**src/rtl/alu_multicycle_if.sv**
```systemverilog
// Request/response bundle for alu_multicycle: valid/ready in, valid/ready out,
// plus the architectural HI/LO and status flags.
interface alu_multicycle_if #(
    parameter int unsigned WIDTH = 32
);
    localparam int unsigned SHW = $clog2(WIDTH);

    logic             in_valid;
    logic             in_ready;
    logic [3:0]       op;
    logic [WIDTH-1:0] in1;
    logic [WIDTH-1:0] in2;
    logic [SHW-1:0]   shamt;
    logic             out_valid;
    logic             out_ready;
    logic [WIDTH-1:0] result;
    logic             zero;
    logic             div_zero;
    logic [WIDTH-1:0] hi;
    logic [WIDTH-1:0] lo;

    modport master (
        output in_valid, op, in1, in2, shamt, out_ready,
        input  in_ready, out_valid, result, zero, div_zero, hi, lo
    );

    modport slave (
        input  in_valid, op, in1, in2, shamt, out_ready,
        output in_ready, out_valid, result, zero, div_zero, hi, lo
    );
endinterface

```
**src/rtl/alu_multicycle.sv**
```systemverilog
// Multi-cycle EX-stage ALU: single-cycle ops plus iterative MULTU (shift-add)
// and DIVU (restoring) into HI/LO, behind a valid/ready handshake.
module alu_multicycle #(
    parameter int unsigned WIDTH = 32
) (
    input  logic            clk,
    input  logic            rst_n,
    alu_multicycle_if.slave bus
);
    localparam int unsigned SHW = $clog2(WIDTH);
    localparam int unsigned CW  = $clog2(WIDTH) + 1;

    localparam logic [3:0] OP_ADD   = 4'd0;
    localparam logic [3:0] OP_SUB   = 4'd1;
    localparam logic [3:0] OP_AND   = 4'd2;
    localparam logic [3:0] OP_OR    = 4'd3;
    localparam logic [3:0] OP_SLT   = 4'd4;
    localparam logic [3:0] OP_SLTU  = 4'd5;
    localparam logic [3:0] OP_SLL   = 4'd6;
    localparam logic [3:0] OP_SRL   = 4'd7;
    localparam logic [3:0] OP_SRA   = 4'd8;
    localparam logic [3:0] OP_NEQ   = 4'd9;
    localparam logic [3:0] OP_MULTU = 4'd10;
    localparam logic [3:0] OP_DIVU  = 4'd11;
    localparam logic [3:0] OP_MFHI  = 4'd12;
    localparam logic [3:0] OP_MFLO  = 4'd13;

    typedef enum logic [2:0] {S_IDLE, S_EXEC, S_MUL, S_DIV, S_DONE} state_e;

    state_e           state_q;
    logic [3:0]       op_q;
    logic [WIDTH-1:0] opa_q, opb_q, acc_q, qd_q;
    logic [WIDTH-1:0] result_q, hi_q, lo_q;
    logic [SHW-1:0]   sh_q;
    logic [CW-1:0]    cnt_q;
    logic             in_ready_q, out_valid_q, div_zero_q;

    logic [WIDTH-1:0] simple_c;
    logic [WIDTH:0]   mul_sum_c, div_sh_c, div_diff_c;
    logic             div_ok_c;

    // Single-cycle ops evaluated from the operands captured at acceptance
    always_comb begin
        simple_c = '0;
        case (op_q)
            OP_ADD:  simple_c = opa_q + opb_q;
            OP_SUB:  simple_c = opa_q - opb_q;
            OP_AND:  simple_c = opa_q & opb_q;
            OP_OR:   simple_c = opa_q | opb_q;
            OP_SLT:  simple_c = WIDTH'($signed(opa_q) < $signed(opb_q));
            OP_SLTU: simple_c = WIDTH'(opa_q < opb_q);
            OP_SLL:  simple_c = opb_q << sh_q;
            OP_SRL:  simple_c = opb_q >> sh_q;
            OP_SRA:  simple_c = $unsigned($signed(opb_q) >>> sh_q);
            OP_NEQ:  simple_c = WIDTH'(opa_q != opb_q);
            OP_MFHI: simple_c = hi_q;
            OP_MFLO: simple_c = lo_q;
            default: simple_c = '0;
        endcase
    end

    // One iteration step: {acc,qd} is the shared HI/LO working pair
    always_comb begin
        mul_sum_c  = {1'b0, acc_q} + (qd_q[0] ? {1'b0, opa_q} : {(WIDTH+1){1'b0}});
        div_sh_c   = {acc_q, qd_q[WIDTH-1]};
        div_ok_c   = (div_sh_c >= {1'b0, opb_q});
        div_diff_c = div_sh_c - {1'b0, opb_q};
    end

    always_ff @(posedge clk or negedge rst_n) begin
        if (!rst_n) begin
            state_q     <= S_IDLE;
            op_q        <= '0;
            opa_q       <= '0;
            opb_q       <= '0;
            sh_q        <= '0;
            acc_q       <= '0;
            qd_q        <= '0;
            cnt_q       <= '0;
            result_q    <= '0;
            hi_q        <= '0;
            lo_q        <= '0;
            in_ready_q  <= 1'b1;
            out_valid_q <= 1'b0;
            div_zero_q  <= 1'b0;
        end else begin
            case (state_q)
                S_IDLE: begin
                    if (bus.in_valid) begin
                        op_q       <= bus.op;
                        opa_q      <= bus.in1;
                        opb_q      <= bus.in2;
                        sh_q       <= bus.shamt;
                        acc_q      <= '0;
                        cnt_q      <= '0;
                        in_ready_q <= 1'b0;
                        case (bus.op)
                            OP_MULTU: begin
                                qd_q    <= bus.in2;
                                state_q <= S_MUL;
                            end
                            OP_DIVU: begin
                                qd_q    <= bus.in1;
                                state_q <= S_DIV;
                            end
                            default: state_q <= S_EXEC;
                        endcase
                    end
                end
                S_EXEC: begin
                    result_q    <= simple_c;
                    out_valid_q <= 1'b1;
                    state_q     <= S_DONE;
                end
                S_MUL: begin
                    if (cnt_q == CW'(WIDTH)) begin
                        hi_q        <= acc_q;
                        lo_q        <= qd_q;
                        result_q    <= qd_q;
                        out_valid_q <= 1'b1;
                        state_q     <= S_DONE;
                    end else begin
                        acc_q <= mul_sum_c[WIDTH:1];
                        qd_q  <= {mul_sum_c[0], qd_q[WIDTH-1:1]};
                        cnt_q <= cnt_q + CW'(1);
                    end
                end
                S_DIV: begin
                    if (cnt_q == CW'(WIDTH)) begin
                        hi_q        <= acc_q;
                        lo_q        <= qd_q;
                        result_q    <= qd_q;
                        div_zero_q  <= (opb_q == '0);
                        out_valid_q <= 1'b1;
                        state_q     <= S_DONE;
                    end else begin
                        // divisor 0 always "fits": quotient all ones, remainder = dividend
                        acc_q <= div_ok_c ? div_diff_c[WIDTH-1:0] : div_sh_c[WIDTH-1:0];
                        qd_q  <= {qd_q[WIDTH-2:0], div_ok_c};
                        cnt_q <= cnt_q + CW'(1);
                    end
                end
                S_DONE: begin
                    if (bus.out_ready) begin
                        out_valid_q <= 1'b0;
                        in_ready_q  <= 1'b1;
                        state_q     <= S_IDLE;
                    end
                end
                default: begin
                    out_valid_q <= 1'b0;
                    in_ready_q  <= 1'b1;
                    state_q     <= S_IDLE;
                end
            endcase
        end
    end

    assign bus.in_ready  = in_ready_q;
    assign bus.out_valid = out_valid_q;
    assign bus.result    = result_q;
    assign bus.zero      = (result_q == '0);
    assign bus.div_zero  = div_zero_q;
    assign bus.hi        = hi_q;
    assign bus.lo        = lo_q;

endmodule

```
**src/flat_wrapper.sv**
```systemverilog
// flat-port wrapper written by rule: the top's interface ports become plain ports
module alu_multicycle_flat 
#(
    parameter int unsigned WIDTH = 32
)
  (clk, rst_n, bus_in_valid, bus_op, bus_in1, bus_in2, bus_shamt, bus_out_ready, bus_in_ready, bus_out_valid, bus_result, bus_zero, bus_div_zero, bus_hi, bus_lo);
  alu_multicycle_if #(.WIDTH(WIDTH)) bus_i ();
  input  logic clk;
  input  logic rst_n;
  input wire logic [$bits(bus_i.in_valid)-1:0] bus_in_valid;
  input wire logic [$bits(bus_i.op)-1:0] bus_op;
  input wire logic [$bits(bus_i.in1)-1:0] bus_in1;
  input wire logic [$bits(bus_i.in2)-1:0] bus_in2;
  input wire logic [$bits(bus_i.shamt)-1:0] bus_shamt;
  input wire logic [$bits(bus_i.out_ready)-1:0] bus_out_ready;
  output wire logic [$bits(bus_i.in_ready)-1:0] bus_in_ready;
  output wire logic [$bits(bus_i.out_valid)-1:0] bus_out_valid;
  output wire logic [$bits(bus_i.result)-1:0] bus_result;
  output wire logic [$bits(bus_i.zero)-1:0] bus_zero;
  output wire logic [$bits(bus_i.div_zero)-1:0] bus_div_zero;
  output wire logic [$bits(bus_i.hi)-1:0] bus_hi;
  output wire logic [$bits(bus_i.lo)-1:0] bus_lo;
  assign bus_i.in_valid = bus_in_valid;
  assign bus_i.op = bus_op;
  assign bus_i.in1 = bus_in1;
  assign bus_i.in2 = bus_in2;
  assign bus_i.shamt = bus_shamt;
  assign bus_i.out_ready = bus_out_ready;
  assign bus_in_ready = bus_i.in_ready;
  assign bus_out_valid = bus_i.out_valid;
  assign bus_result = bus_i.result;
  assign bus_zero = bus_i.zero;
  assign bus_div_zero = bus_i.div_zero;
  assign bus_hi = bus_i.hi;
  assign bus_lo = bus_i.lo;
  alu_multicycle #(.WIDTH(WIDTH)) u_core (.clk(clk), .rst_n(rst_n), .bus(bus_i));
endmodule
```
**config.mk**
```make
export PLATFORM = sky130hd
export DESIGN_NAME = alu_multicycle_flat
export DESIGN_NICKNAME = d
export VERILOG_FILES = /design/src/rtl/alu_multicycle_if.sv /design/src/rtl/alu_multicycle.sv /design/src/flat_wrapper.sv
export SDC_FILE = /design/constraint.sdc
export NUM_CORES = 1
export LEC_CHECK = 0
export CAP_MARGIN = 10
export CORE_ASPECT_RATIO = 1.25
export CORE_MARGIN = 3
export CORE_UTILIZATION = 30
export CTS_BUF_LIST = sky130_fd_sc_hd__clkbuf_8
export CTS_CLUSTER_SIZE = 28
export DETAILED_ROUTE_END_ITERATION = 16
export GPL_ROUTABILITY_DRIVEN = 0
export MAX_ROUTING_LAYER = met4
export PLACE_DENSITY_LB_ADDON = 0.05
export RECOVER_POWER = 100
export SYNTH_ARGS = -nofsm -noshare
export SYNTH_HDL_FRONTEND = slang
export SYNTH_SLANG_ARGS = --single-unit
```
**constraint.sdc**
```tcl
create_clock -name clk -period 3.3 [get_ports clk]
set_input_delay 0.495 -clock clk [delete_from_list [all_inputs] [get_ports clk]]
set_output_delay 0.495 -clock clk [all_outputs]
set_load 0.02 [all_outputs]
```
Word level (Yosys, flattened, before mapping). Index checks and enable logic that the tools add are counted.

Reduce and logical (&&, ||, !) cells: 19. $add $sub $neg: 5. Eq/ne operators: 26. Mux-type cells: 28. Magnitude comparators: 3. Bitwise operators: 4. Shifts and indexed selects: 3.

Operators with widths (number): 32-bit one-hot mux with 12 select lines (1); 32-bit two-way mux (9); 32-bit one-hot mux with 3 select lines (2); 32-bit one-hot mux with 2 select lines (2); 32-bit zero test (2); 32-bit < comparator (2); 32-bit subtractor (2); 32-bit by 32-bit adder with 33-bit output (1); 33-bit by 32-bit >= comparator with 1-bit output (1); 32-bit adder (1); 32-bit bitwise AND (1); 32-bit != test (1); 32-bit OR (1); 32-bit by 5-bit << shifter with 32-bit output (1); 32-bit by 5-bit right shift with 32-bit output (1); 32-bit by 5-bit >>> shifter with 32-bit output (1); 4-bit == test (second input constant) (6); 4-bit by 3-bit == test with 1-bit output (second input constant) (4); 6-bit two-way mux (2); 3-bit one-hot mux with 4 select lines (1); 6-bit one-hot mux with 2 select lines (1); 3-bit AND reduction (4); 2-bit != test (second input constant) (5); 3-bit two-way mux (3); 23 further kinds (33).

Flip-flop bits (word level): 245. Logic and storage cells: 102. Bits of input ports: 77.

Depth between registers and ports, before layout.
Depth in word-level cells: 4. Depth in mapped cells: 14. Gate-level depth less buffers: 13.

Least setup slack after synthesis. No wires, ideal clock.

Path type: flip-flop to flip-flop. Start: reg u_core.opb_q[6]. End: reg u_core.result_q[25], in the netlist u_core.bus.result[25]. Arrival time: 3180 ps. Clock period less this slack: 3249 ps. Path slack: 51 ps. Cell stages (with the launch flop): 13. Cells stage by stage: dfrtp_1 -> clkbuf_1 -> inv_1 -> ha_1 -> or3_4 -> nor3_1 -> a21oi_2 -> a31oi_4 -> a21boi_2 -> o41a_1 -> or3_1 -> or4_1 -> nand3_1.

Cells in the longest elaborated chain, start to end: 3. Elaborated cells on any way between the ends: 7. Classes of those cells: add/sub: 2; shift: 3; mux: 2.

Ends and longest elaborated chain: from (decl) (RTL line alu_multicycle.sv:32) `logic [WIDTH-1:0] opa_q, opb_q, acc_q, qd_q;`; from (signal assigned) (RTL line alu_multicycle.sv:92) `opb_q <= bus.in2;`; 32-bit subtractor (tied with other cells) (RTL line alu_multicycle.sv:47) `OP_SUB: simple_c = opa_q - opb_q;`; 32-bit one-hot mux with 12 select lines * (RTL line alu_multicycle.sv:45) `case (op_q)`; 32-bit one-hot mux with 2 select lines * (RTL line alu_multicycle.sv:87) `case (state_q)`; to (signal assigned) (RTL line alu_multicycle.sv:111) `result_q <= simple_c;`; to (signal assigned) (RTL line alu_multicycle.sv:119) `result_q <= qd_q;`; to (signal assigned) (RTL line alu_multicycle.sv:132) `result_q <= qd_q;`; to (decl) (RTL line alu_multicycle.sv:33) `logic [WIDTH-1:0] result_q, hi_q, lo_q;`.

Mark *: on every way between the ends. The rest lies on a longest branch, timed or not. A chain may end at the register's enable or synchronous reset.

Worst setup path in the final report.
Start: reg u_core.op_q[2]. End: reg u_core.result_q[22], in the netlist u_core.bus.result[22].

Cells in the longest elaborated chain, start to end: 3. Elaborated cells on any way between the ends: 14. Classes of those cells: eq/ne: 11; mux: 2; reduce/logical: 1.

Ends and longest elaborated chain: from (decl) (RTL line alu_multicycle.sv:31) `logic [3:0] op_q;`; from (signal assigned) (RTL line alu_multicycle.sv:90) `op_q <= bus.op;`; 4-bit == test (tied with other cells) (RTL line alu_multicycle.sv:45); 32-bit one-hot mux with 12 select lines * (RTL line alu_multicycle.sv:45); 32-bit one-hot mux with 2 select lines * (RTL line alu_multicycle.sv:87).

Marks and branches as above.

==> reports/qor.log <==
[power] leakage power of the design 0.01375 uW
[synthesis] portion of the post-synthesis area used by sequential elements 0.2548
[critical_path] largest driver fanout on the critical path 11
[critical_path] startpoint of the most critical register-to-register path u_core.op_q[2]
[placement] quantity of I/O buffers inserted on ports 176
[critical_path] required time worst endpoint 3.89 ns
[clock_network] CTS H-Tree Depth 2
[clock_network] Clk Latency, worst-skew pair 0.71 ns
[cells_and_area] fill cell instance count of the final layout 8,146
[synthesis] main area contributors after synthesis dfrtp_1 (25%), ha_1 (8.8%), nand2_1 (7.5%)
[critical_path] worst setup path startpoint u_core.op_q[2]
[clock_network] clock root buffer clkbuf_8
[timing] Worst Hold Slack 0.3895 ns
[cells_and_area] FF/Latch Area 6143 um2
[synthesis] cell count after synthesis 3,046
[clock_network] CTS tree done
[clock_network] clock slew at reported path FFs 0.07 ns
[timing] worst setup skew after layout 0.04943 ns
[global_route] maximum number of pins on one net before global-route repair 85
[clock_network] clock buffer count from CTS 52
[timing] Final Hold Viols 0
[floorplanning] Die Span Y 322.7 um
[floorplanning] I/O pin cnt 177
[synthesis] number of distinct library cell variants in the gate-level netlist after synthesis 102
[detailed_routing] Detail Route Antenna Nets 0
[synthesis] Netlist Area Pre-Place 24,060 um2
[timing] final clock period utilization by the worst path 1.017
[cells_and_area] number of non-filler instances in the completed layout 4,581
[timing] max-slew violations 100
[synthesis] warnings from Yosys 0
[placement] Cell Count Post-Placement 4,484
[detailed_routing] Avg WL per Cell 29.24 um
[timing] final-report setup violation count 7
[placement] standard cell area after detailed placement 29,760 um2
[critical_path] crit start category flop
[cells_and_area] Final Net Count 3,740
[clock_network] number of clock sinks seen by CTS 245
[floorplanning] die boundary width 259.3 um
[synthesis] area leader, netlist dfrtp_1
[floorplanning] effective utilization at floorplan 0.3041
[status] run status finished with violations
[global_route] via count of the first global-routing pass 26,690
[cells_and_area] layout overhead on the synthesized area 28.55%
[cells_and_area] commonest cells after routing, fill and taps aside nand2_1 (480), buf_4 (397), dfrtp_1 (237)
[clock_network] clock buffer depth 3
[floorplanning] cell row count 115
[global_route] antenna violations before repair 7
[timing] Slew HR -0.7168
[worst_hold_path] Min-Delay Path Class in2reg
[critical_path] endpoint type of the worst setup path flop
[synthesis] mean instance size in the synthesized netlist 7.900 um2
[critical_path] type of the worst setup path reg2reg
[detailed_routing] drt via density 5.919
[job] number of max-cap violations 2
[cells_and_area] Layout Utilization 0.3909
[synthesis] async set-or-reset flop fraction in the synthesized netlist 1.000
[timing] transition time of the tightest slew-check pin 2.575 ns
[synthesis] most instantiated flip-flop cell in the synthesis netlist dfrtp_1
[synthesis] Synth Net Count 3,296
[detailed_routing] DRC violation count after routing 0
[worst_hold_path] source of the worst hold timing path bus_shamt[4]
[timing] RSZ-0062 raised after global routing yes
[detailed_routing] number of detailed-route iterations in the first pass 6
[global_route] global route total overflow 0
[timing] worst setup slack after layout -0.05639 ns
[status] violated checks capacitance limit, slew limit, setup timing
[cells_and_area] Post-Layout Inst Area 30,930 um2
[synthesis] Synth top area share 0.2537
[critical_path] data arrival time of the worst path 3.95 ns
[detailed_routing] via count 27,120
[cells_and_area] area of the multi-input gates 16,830 um2
[placement] total half-perimeter wirelength after legalization and detailed placement 106.0 mm
[floorplanning] Core Region 79,140 um2
[power] Power per Cell Area 1310 nW/um2
[global_route] combined global-route utilization of all metal layers 0.3209
[floorplanning] die outline area 83,670 um2
[cells_and_area] share of final-layout standard cells stronger than drive strength 1 0.1991
[synthesis] count of flip-flops with a built-in enable after synthesis 0
[power] maximum vdd ir drop 0.7560 mV
[detailed_routing] Iteration-0 DRC Markers 2,536
[cells_and_area] most common cell after layout, fill and taps aside nand2_1
[synthesis] #FFs+latches synth 245
[timing] minimum clock period 3.356 ns
[timing] peak clock frequency supported by timing 297.9 MHz
[global_route] first-pass GRT wire length 191.0 mm
[detailed_routing] post-detailed-routing wire length 133.9 mm
==> cells by family after synthesis <==
group,after synthesis,share of synthesized area
AND/OR/NAND/NOR,1083,0.2082
AO/OA/AOI/OAI,981,0.2682
buffers and inverters,346,0.05782
flip-flops,245,0.2548
adder cells (fa/ha/maj),173,0.09120
multiplexers,160,0.09858
XOR/XNOR,58,0.02111
==> cells in the mapped netlist (all sizes together) (16+ instances only) <==
master  number
o21bai      20
o221ai      19
ha         169
a221oi      30
o22ai       21
mux2        62
nand3       55
a31oi       64
a221o       16
o21a        21
or3         16
nand4       32
nor2       221
a211oi      59
inv        125
a21oi      240
clkbuf     171
and2        67
buf         48
a22oi       31
nor4        32
o21ai      236
nand2      484
dfrtp      244
o211ai      34
nor2b       30
xnor2       35
and3        16
xor2        23
a21o        44
mux2i       45
o31ai       22
nand2b      23
nor3        55
mux4        53
==> per-layer routing <==
metal | track usage | part of all wire
met1 | 0.4124 | 0.42
met2 | 0.5146 | 0.47
met3 | 0.03125 | 0.064
met4 | 0.1382 | 0.051
met5 | - | 0
==> stage by stage <==
step | power [uW] | setup TNS, ns | setup slack, ns
global placement | 35850 | -0.6705 | -0.2879
floorplan | 22270 | 0 | 0.05081
CTS | 39720 | 0 | 0.004837
finish | 40530 | -0.2006 | -0.05639
global route | 42790 | -8.326 | -0.1624
detailed placement | 35870 | -0.6169 | -0.2582
==> flip-flops by register name, indices dropped and copies added, names as in the netlist, 6 cells and up <==
signal / flops
u_core.bus.hi: 32
u_core.bus.result: 32
u_core.opb_q: 32
u_core.qd_q: 32
u_core.opa_q: 32
u_core.acc_q: 32
u_core.bus.lo: 32
u_core.cnt_q: 6
==> layout make-up <==
cell class	instances	area share
multi-input combinational	2455	0.5440
sequential	245	0.1986
timing repair buffer	609	0.1660
tap	1053	0.04259
clock buffer	67	0.02981
inverter	127	0.01541
clock inverter	23	0.003519
antenna	2	0.0001618
==> what timing repair did <==
item / in CTS / in global routing
setup buffers: 0 / 4
hold endpoints to repair: 37 / 0
hold buffers: 1 / 0
pin swaps: 4 / 14
endpoints found under the setup margin: 15 / 47
resized for setup: 16 / 58
==> worst max-delay path: stages (launching register included) <==
cell,delay [ns]
dfrtp_1,0.60
clkbuf_2,0.29
nand3b_1,0.45
nand2_1,0.46
o211a_1,0.29
o31ai_1,0.43
buf_4,0.21
nand3_1,0.09
o31ai_2,0.30
a21oi_1,0.11
==> power by group <==
part	switching [uW]	leakage, uW	internal (uW)
combinational	18600	0.0101	12500
sequential	1850	0.00311	4060
clock	1680	0.000583	1810
==> worst paths after layout <==
check                      slack, ns  cells after the start               endpoint
max in group asynchronous       0.33                      3        u_core.cnt_q[1]
min in group asynchronous       1.35                      2  u_core.bus.result[14]
hold reg to reg                 0.50                      2    u_core.bus.div_zero
hold / removal                  0.39                      3         u_core.sh_q[4]
setup reg to reg               -0.06                      9  u_core.bus.result[22]
setup / recovery               -0.06                      9  u_core.bus.result[22]
No activity file was read; power rests on OpenSTA's default activity.
